`config.mk`:
```
export PLATFORM = sky130hd
export DESIGN_NAME = button_conditioner
export DESIGN_NICKNAME = d
export VERILOG_FILES = /design/src/rtl/btn_pkg.sv /design/src/rtl/button_channel.sv /design/src/rtl/button_conditioner.sv
export SDC_FILE = /design/constraint.sdc
export NUM_CORES = 1
export LEC_CHECK = 0
export CORE_ASPECT_RATIO = 0.7
export CORE_UTILIZATION = 45
export CTS_CLUSTER_SIZE = 14
export DETAILED_ROUTE_END_ITERATION = 16
export DONT_BUFFER_PORTS = 1
export GPL_ROUTABILITY_DRIVEN = 0
export PLACE_DENSITY = 0.59
export SYNTH_ARGS = -nofsm -noshare
export SYNTH_HDL_FRONTEND = slang
export SYNTH_SLANG_ARGS = --single-unit
```
`constraint.sdc`:
```
create_clock -name clk -period 5.3 [get_ports clk]
set_input_delay 0.53 -clock clk [delete_from_list [all_inputs] [get_ports clk]]
set_output_delay 0.53 -clock clk [all_outputs]
set_load 0.01 [all_outputs]
```
`src/rtl/btn_pkg.sv`:
```
// Shared definitions for the push-button front-end: the per-channel
// debounce state encoding and the board's button index map.
package btn_pkg;

    typedef enum logic [1:0] {
        RELEASED     = 2'd0,
        PRESS_WAIT   = 2'd1,
        PRESSED      = 2'd2,
        RELEASE_WAIT = 2'd3
    } btn_state_e;

    localparam int BTN_L = 0;
    localparam int BTN_R = 1;
    localparam int BTN_U = 2;
    localparam int BTN_D = 3;
    localparam int BTN_C = 4;

endpackage

```
`src/rtl/button_channel.sv`:
```
// One button: 2-flop synchronizer, debounce FSM and auto-repeat timer.
// A single counter serves both debounce and repeat, since they never overlap.
module button_channel
    import btn_pkg::*;
#(
    parameter int DEBOUNCE_CYCLES = 400000,
    parameter int REPEAT_DELAY    = 20000000,
    parameter int REPEAT_RATE     = 4000000
) (
    input  logic       clk,
    input  logic       rst,
    input  logic       raw,
    output logic       btn,
    output logic       btn_dn,
    output logic       btn_up,
    output logic       btn_rpt,
    output logic [1:0] state
);

    localparam logic [1:0] S_RELEASED     = RELEASED;
    localparam logic [1:0] S_PRESS_WAIT   = PRESS_WAIT;
    localparam logic [1:0] S_PRESSED      = PRESSED;
    localparam logic [1:0] S_RELEASE_WAIT = RELEASE_WAIT;

    localparam int MAX_AB = (DEBOUNCE_CYCLES > REPEAT_DELAY) ? DEBOUNCE_CYCLES : REPEAT_DELAY;
    localparam int MAX_C  = (MAX_AB > REPEAT_RATE) ? MAX_AB : REPEAT_RATE;
    localparam int CW     = $clog2(MAX_C) + 1;

    localparam logic          RPT_EN    = (REPEAT_DELAY > 0);
    localparam logic [CW-1:0] DB_LAST   = CW'(DEBOUNCE_CYCLES - 1);
    localparam logic [CW-1:0] DLY_LAST  = CW'((REPEAT_DELAY > 0) ? REPEAT_DELAY - 1 : 0);
    localparam logic [CW-1:0] RATE_LAST = CW'(REPEAT_RATE - 1);

    logic          s1_q, s1_d;
    logic          s2_q, s2_d;
    logic [1:0]    state_q, state_d;
    logic [CW-1:0] cnt_q, cnt_d;
    logic          rpt_on_q, rpt_on_d;
    logic          btn_q, btn_d;
    logic          dn_q, dn_d;
    logic          up_q, up_d;
    logic          rpt_q, rpt_d;

    always_comb begin
        s1_d     = raw;
        s2_d     = s1_q;
        state_d  = state_q;
        cnt_d    = cnt_q;
        rpt_on_d = rpt_on_q;
        btn_d    = btn_q;
        dn_d     = 1'b0;
        up_d     = 1'b0;
        rpt_d    = 1'b0;
        case (state_q)
            S_RELEASED: begin
                if (s2_q) begin
                    state_d = S_PRESS_WAIT;
                    cnt_d   = '0;
                end
            end
            S_PRESS_WAIT: begin
                if (!s2_q) begin
                    state_d = S_RELEASED;
                end else if (cnt_q == DB_LAST) begin
                    state_d  = S_PRESSED;
                    btn_d    = 1'b1;
                    dn_d     = 1'b1;
                    cnt_d    = '0;
                    rpt_on_d = 1'b0;
                end else begin
                    cnt_d = cnt_q + CW'(1);
                end
            end
            S_PRESSED: begin
                if (!s2_q) begin
                    state_d = S_RELEASE_WAIT;
                    cnt_d   = '0;
                end else if (RPT_EN) begin
                    // rpt_on_q selects between the initial delay and the steady rate
                    if ((!rpt_on_q && cnt_q == DLY_LAST) || (rpt_on_q && cnt_q == RATE_LAST)) begin
                        rpt_d    = 1'b1;
                        rpt_on_d = 1'b1;
                        cnt_d    = '0;
                    end else begin
                        cnt_d = cnt_q + CW'(1);
                    end
                end
            end
            S_RELEASE_WAIT: begin
                if (s2_q) begin
                    state_d  = S_PRESSED;
                    cnt_d    = '0;
                    rpt_on_d = 1'b0;
                end else if (cnt_q == DB_LAST) begin
                    state_d = S_RELEASED;
                    btn_d   = 1'b0;
                    up_d    = 1'b1;
                    cnt_d   = '0;
                end else begin
                    cnt_d = cnt_q + CW'(1);
                end
            end
            default: begin
                state_d = S_RELEASED;
                cnt_d   = '0;
            end
        endcase
    end

    always_ff @(posedge clk) begin
        if (rst) begin
            s1_q     <= 1'b0;
            s2_q     <= 1'b0;
            state_q  <= S_RELEASED;
            cnt_q    <= '0;
            rpt_on_q <= 1'b0;
            btn_q    <= 1'b0;
            dn_q     <= 1'b0;
            up_q     <= 1'b0;
            rpt_q    <= 1'b0;
        end else begin
            s1_q     <= s1_d;
            s2_q     <= s2_d;
            state_q  <= state_d;
            cnt_q    <= cnt_d;
            rpt_on_q <= rpt_on_d;
            btn_q    <= btn_d;
            dn_q     <= dn_d;
            up_q     <= up_d;
            rpt_q    <= rpt_d;
        end
    end

    assign btn     = btn_q;
    assign btn_dn  = dn_q;
    assign btn_up  = up_q;
    assign btn_rpt = rpt_q;
    assign state   = state_q;

endmodule

```
`src/rtl/button_conditioner.sv`:
```
// Five-direction push-button front-end: NBTN identical, independent channels.
// dbg_state packs each channel's FSM state, two bits per channel.
module button_conditioner
    import btn_pkg::*;
#(
    parameter int NBTN            = 5,
    parameter int DEBOUNCE_CYCLES = 400000,
    parameter int REPEAT_DELAY    = 20000000,
    parameter int REPEAT_RATE     = 4000000
) (
    input  logic                clk,
    input  logic                rst,
    input  logic [NBTN-1:0]     raw,
    output logic [NBTN-1:0]     btn,
    output logic [NBTN-1:0]     btn_dn,
    output logic [NBTN-1:0]     btn_up,
    output logic [NBTN-1:0]     btn_rpt,
    output logic [2*NBTN-1:0]   dbg_state
);

    for (genvar i = 0; i < NBTN; i++) begin : g_chan
        button_channel #(
            .DEBOUNCE_CYCLES(DEBOUNCE_CYCLES),
            .REPEAT_DELAY   (REPEAT_DELAY),
            .REPEAT_RATE    (REPEAT_RATE)
        ) u_chan (
            .clk    (clk),
            .rst    (rst),
            .raw    (raw[i]),
            .btn    (btn[i]),
            .btn_dn (btn_dn[i]),
            .btn_up (btn_up[i]),
            .btn_rpt(btn_rpt[i]),
            .state  (dbg_state[2*i +: 2])
        );
    end

endmodule

```
==> summary.md <==
| Metric | Value |
|---|---|
| Crit path capture | g_chan[4].u_chan.cnt_q[5] |
| HPWL Detailed | between 10000 and 15000 um |
| CP required | roughly 5.6 ns |
| RSZ-0062 raised after global routing | false |
| PortBufs | 0 |
| Worst R2R End | g_chan[4].u_chan.cnt_q[5] |
| Post-CTS Resized | 0 |
| Setup Fix Bufs, Post-CTS | 0 |
| Diode count | 0 |
| Gr ovfl total | 0 |
| Reg2reg start | g_chan[4].u_chan.cnt_q[16] |
| Max stage delay on crit path | between 1 and 1.5 ns |
| Post-synth EDFFs | 0 |
| DR vias | about 7600 |
| Starting Density | 0.465 |
| Leakage | roughly 3.1 nW |
| Avg Cell Area, Syn | 8.06 um2 |
| Antenna violations before repair | 0 |
| DR WL/cell | 15.2 um |
| Largest net degree at the start of global routing | 90 |
| Delay-heaviest family, CP | compound AO/OA/AOI/OAI gates |
| Die Y | about 120 um |
| Asr flop ratio synth | 0 |
| Critical Path AT | roughly 3.4 ns |
| Max Slew Vio Count | 0 |
| H-tree depth | 4 |
| Worst hold path cell count | 1 |
| Cell Area, Synth | ~8900 um2 |
| CP startpoint | g_chan[4].u_chan.cnt_q[16] |
| Synthesized instance count | 1102 |
| CP Launch Type | register |
| Synth Flop Type | dfxtp_1 |
| Pin slew with the least headroom to its limit | 1.21 ns |
| GRT Util Overall | 0.207 |
| Max_slew headroom | 0.184 |
| Syn nets | between 1000 and 1500 |
| Core Rows | 42 |
| Reg2reg setup slack | about 2.2 ns |
| Placed Area | approximately 8800 um2 |
| Area delta synth->final | 5.79% |
| # setup viols final | 0 |
| Pre-Repair DR Iteration Count | 6 |
| Overall die area | a little over 20000 um2 |
| Cells after DPL | 1300 |
| PwrDens | approximately 290 nW/um2 |
| Final min period | roughly 3 ns |
| R2R depth | 6 |
| CP cell instances | or4b_2, nor3_1, nand4_1, a32oi_1, o21ai_0, a22o_1 |
| Finished layout cell area | 9400 um2 |
| CP max FO | 15 |
| Max cap viols | 0 |
| Hold buffers post-CTS | 0 |
| Cell Count, Final, Fillers Out | ~1300 |
| Fmax | ~330 MHz |
| Fin Hold WS | 0.160 ns |
| Clk_lat worst skew | ~0.43 ns |
| DRT antenna net count | 0 |
| Final TNS setup | 0 ns |
| # DRC | 0 |
| CTS root buffer | clkbuf_16 |
| Final Cycle Share | 0.579 |
| Hold/Removal Path Class | in2reg |
| Final Util | 0.491 |
| Seq/Total Area, Yosys | 0.394 |
| CTS Buf Count | 17 |
| Hold Fails Final Rpt | 0 |
| WP depth | 6 |
| Synthesis Warnings | 0 |
| Buf+Inv Stages, Crit Path | 0 |
| Share of post-route cells with drive strength above 1 | 0.0637 |
| Die W | ~170 um |
| Synth Register Bits | about 180 |
| Distinct cells, synth | around 80 |
| CTS tree | yes |
| Max Buffers Root-to-Sink | 2 |
| Endpoint class of the critical path | register |
| Nets@finish | roughly 1100 |
| DR vias/cell | approximately 5.7 |
| Worst Skew | 0.00810 ns |
| Vias in the first global route | between 6000 and 7000 |
| Ports | 37 |
| Clock sink count | 175 |
| Status | finished clean |
| Core box area | around 19000 um2 |
| Wire length of the first global-routing pass | around 34000 um |
| Clock-pin slew on the worst setup and hold paths | 0.07 ns |
| Initial DRC Count | between 600 and 700 |
| WS Path Type | reg2reg |
| Final wirelength | approximately 20000 um |
| VDD IR max | about 0.00021 V |
| Slowest library cell on the worst path | a32oi_1 |
[worst min path at each step]
stage / start / end / slack (ns)
floorplan: g_chan[0].u_chan.s1_q / g_chan[0].u_chan.s2_q / 0.41
global placement: g_chan[2].u_chan.s1_q / g_chan[2].u_chan.s2_q / 0.42
detailed placement: g_chan[2].u_chan.s1_q / g_chan[2].u_chan.s2_q / 0.43
CTS: rst / g_chan[3].u_chan.s2_q / 0.14
global route: rst / g_chan[3].u_chan.s1_q / 0.15
finish: rst / g_chan[3].u_chan.s2_q / 0.16
[area by class of cell]
| cell class | instances | area [um2] |
|---|---|---|
| well taps | 264 | 330 |
| inverters | 32 | 120 |
| flip-flops and latches | 175 | 3500 |
| fillers | 1882 | 9730 |
| clock inverters | 9 | 108 |
| multi-input cells | 827 | 4840 |
| clock buffers | 23 | 488 |
| repair buffers | 2 | 15.0 |
[power by group]
part	switching [mW]	total [mW]	internal (mW)
clock	0.529	1.27	0.744
combinational	0.0418	0.0638	0.0220
sequential	0.0184	1.34	1.33
total	0.589	2.68	2.09
[stage by stage]
stage | power (mW) | setup WS, ns
after floorplan | 1.44 | 2.82
after global placement | 1.44 | 2.28
after detailed placement | 1.44 | 2.23
after CTS | 2.72 | 2.23
after global routing | 2.78 | 1.96
final | 2.68 | 2.23
[placed cells by master (no fill, tap or decap), types with 6 or more instances in the layout]
master       n
xor2_1      45
dfxtp_1    175
a22o_1       6
nor4b_1     11
xnor2_1     17
or3_1       16
or4_1        7
and2_1       6
a211oi_1     6
nor3b_1      8
nand3_1     73
nand2b_1     7
o21ai_0     35
and4_1      14
nor2b_1     12
a21oi_1     59
a22oi_1      6
nor4_1      22
nand4_1     32
and3_1      29
a31oi_1     34
clkbuf_16   17
nand2_1    110
or2_2        9
nor3_1      37
nor2_1     134
inv_1       32
[Yosys cell counts (6+ instances only)]
master    number  area, um2
dfxtp_1      175       3500
nor2_1       134        503
nand2_1      110        413
nand3_1       73        365
a21oi_1       59        295
xor2_1        45        394
nor3_1        37        185
clkbuf_1      35        131
o21ai_0       35        175
a31oi_1       34        213
inv_1         32        120
nand4_1       32        200
and3_1        29        181
buf_4         23        173
nor4_1        22        138
xnor2_1       17        149
or3_1         16        100
and4_1        14        123
nor2b_1       12       75.1
nor4b_1       11       96.3
or2_2          9       56.3
nor3b_1        8       60.1
nand2b_1       7       43.8
or4_1          7       52.6
a211oi_1       6       45.0
a22o_1         6       52.6
a22oi_1        6       45.0
and2_1         6       37.5
[routing by layer]
layer / global-route usage / share of wire
met3: 0.0392 / 0.042
met5: 0 / 0
met4: 0.0619 / 0.010
met1: 0.319 / 0.54
met2: 0.286 / 0.40
[cells by family (layout without fill, tap and decap cells)]
kind of cell / Yosys count / count (layout) / synth area share
AOI/OAI and AO/OA: 202 / 202 / 0.150
xor gates and xnor gates: 62 / 62 / 0.0611
adders and majority gates: 5 / 5 / 0.00704
buffers and inverters: 100 / 66 / 0.0615
DFF: 175 / 175 / 0.394
muxes: 1 / 1 / 0.00113
and+or+nand+nor: 557 / 557 / 0.325
[worst register-to-register path, stage by stage (launching register included)]
cell,delay (ns)
dfxtp_1,0.34
or4b_2,0.67
nor3_1,0.18
nand4_1,0.29
a32oi_1,1.04
o21ai_0,0.23
a22o_1,0.22
[registers in the layout, indices dropped and copies added (netlist names), named ones only]
register                flops
g_chan.u_chan.cnt_q       130
g_chan.u_chan.btn           5
g_chan.u_chan.btn_dn        5
g_chan.u_chan.btn_rpt       5
g_chan.u_chan.btn_up        5
g_chan.u_chan.rpt_on_q      5
g_chan.u_chan.s1_q          5
g_chan.u_chan.s2_q          5
g_chan.u_chan.state         5
Note: power is estimated with default switching activity, not from simulation.
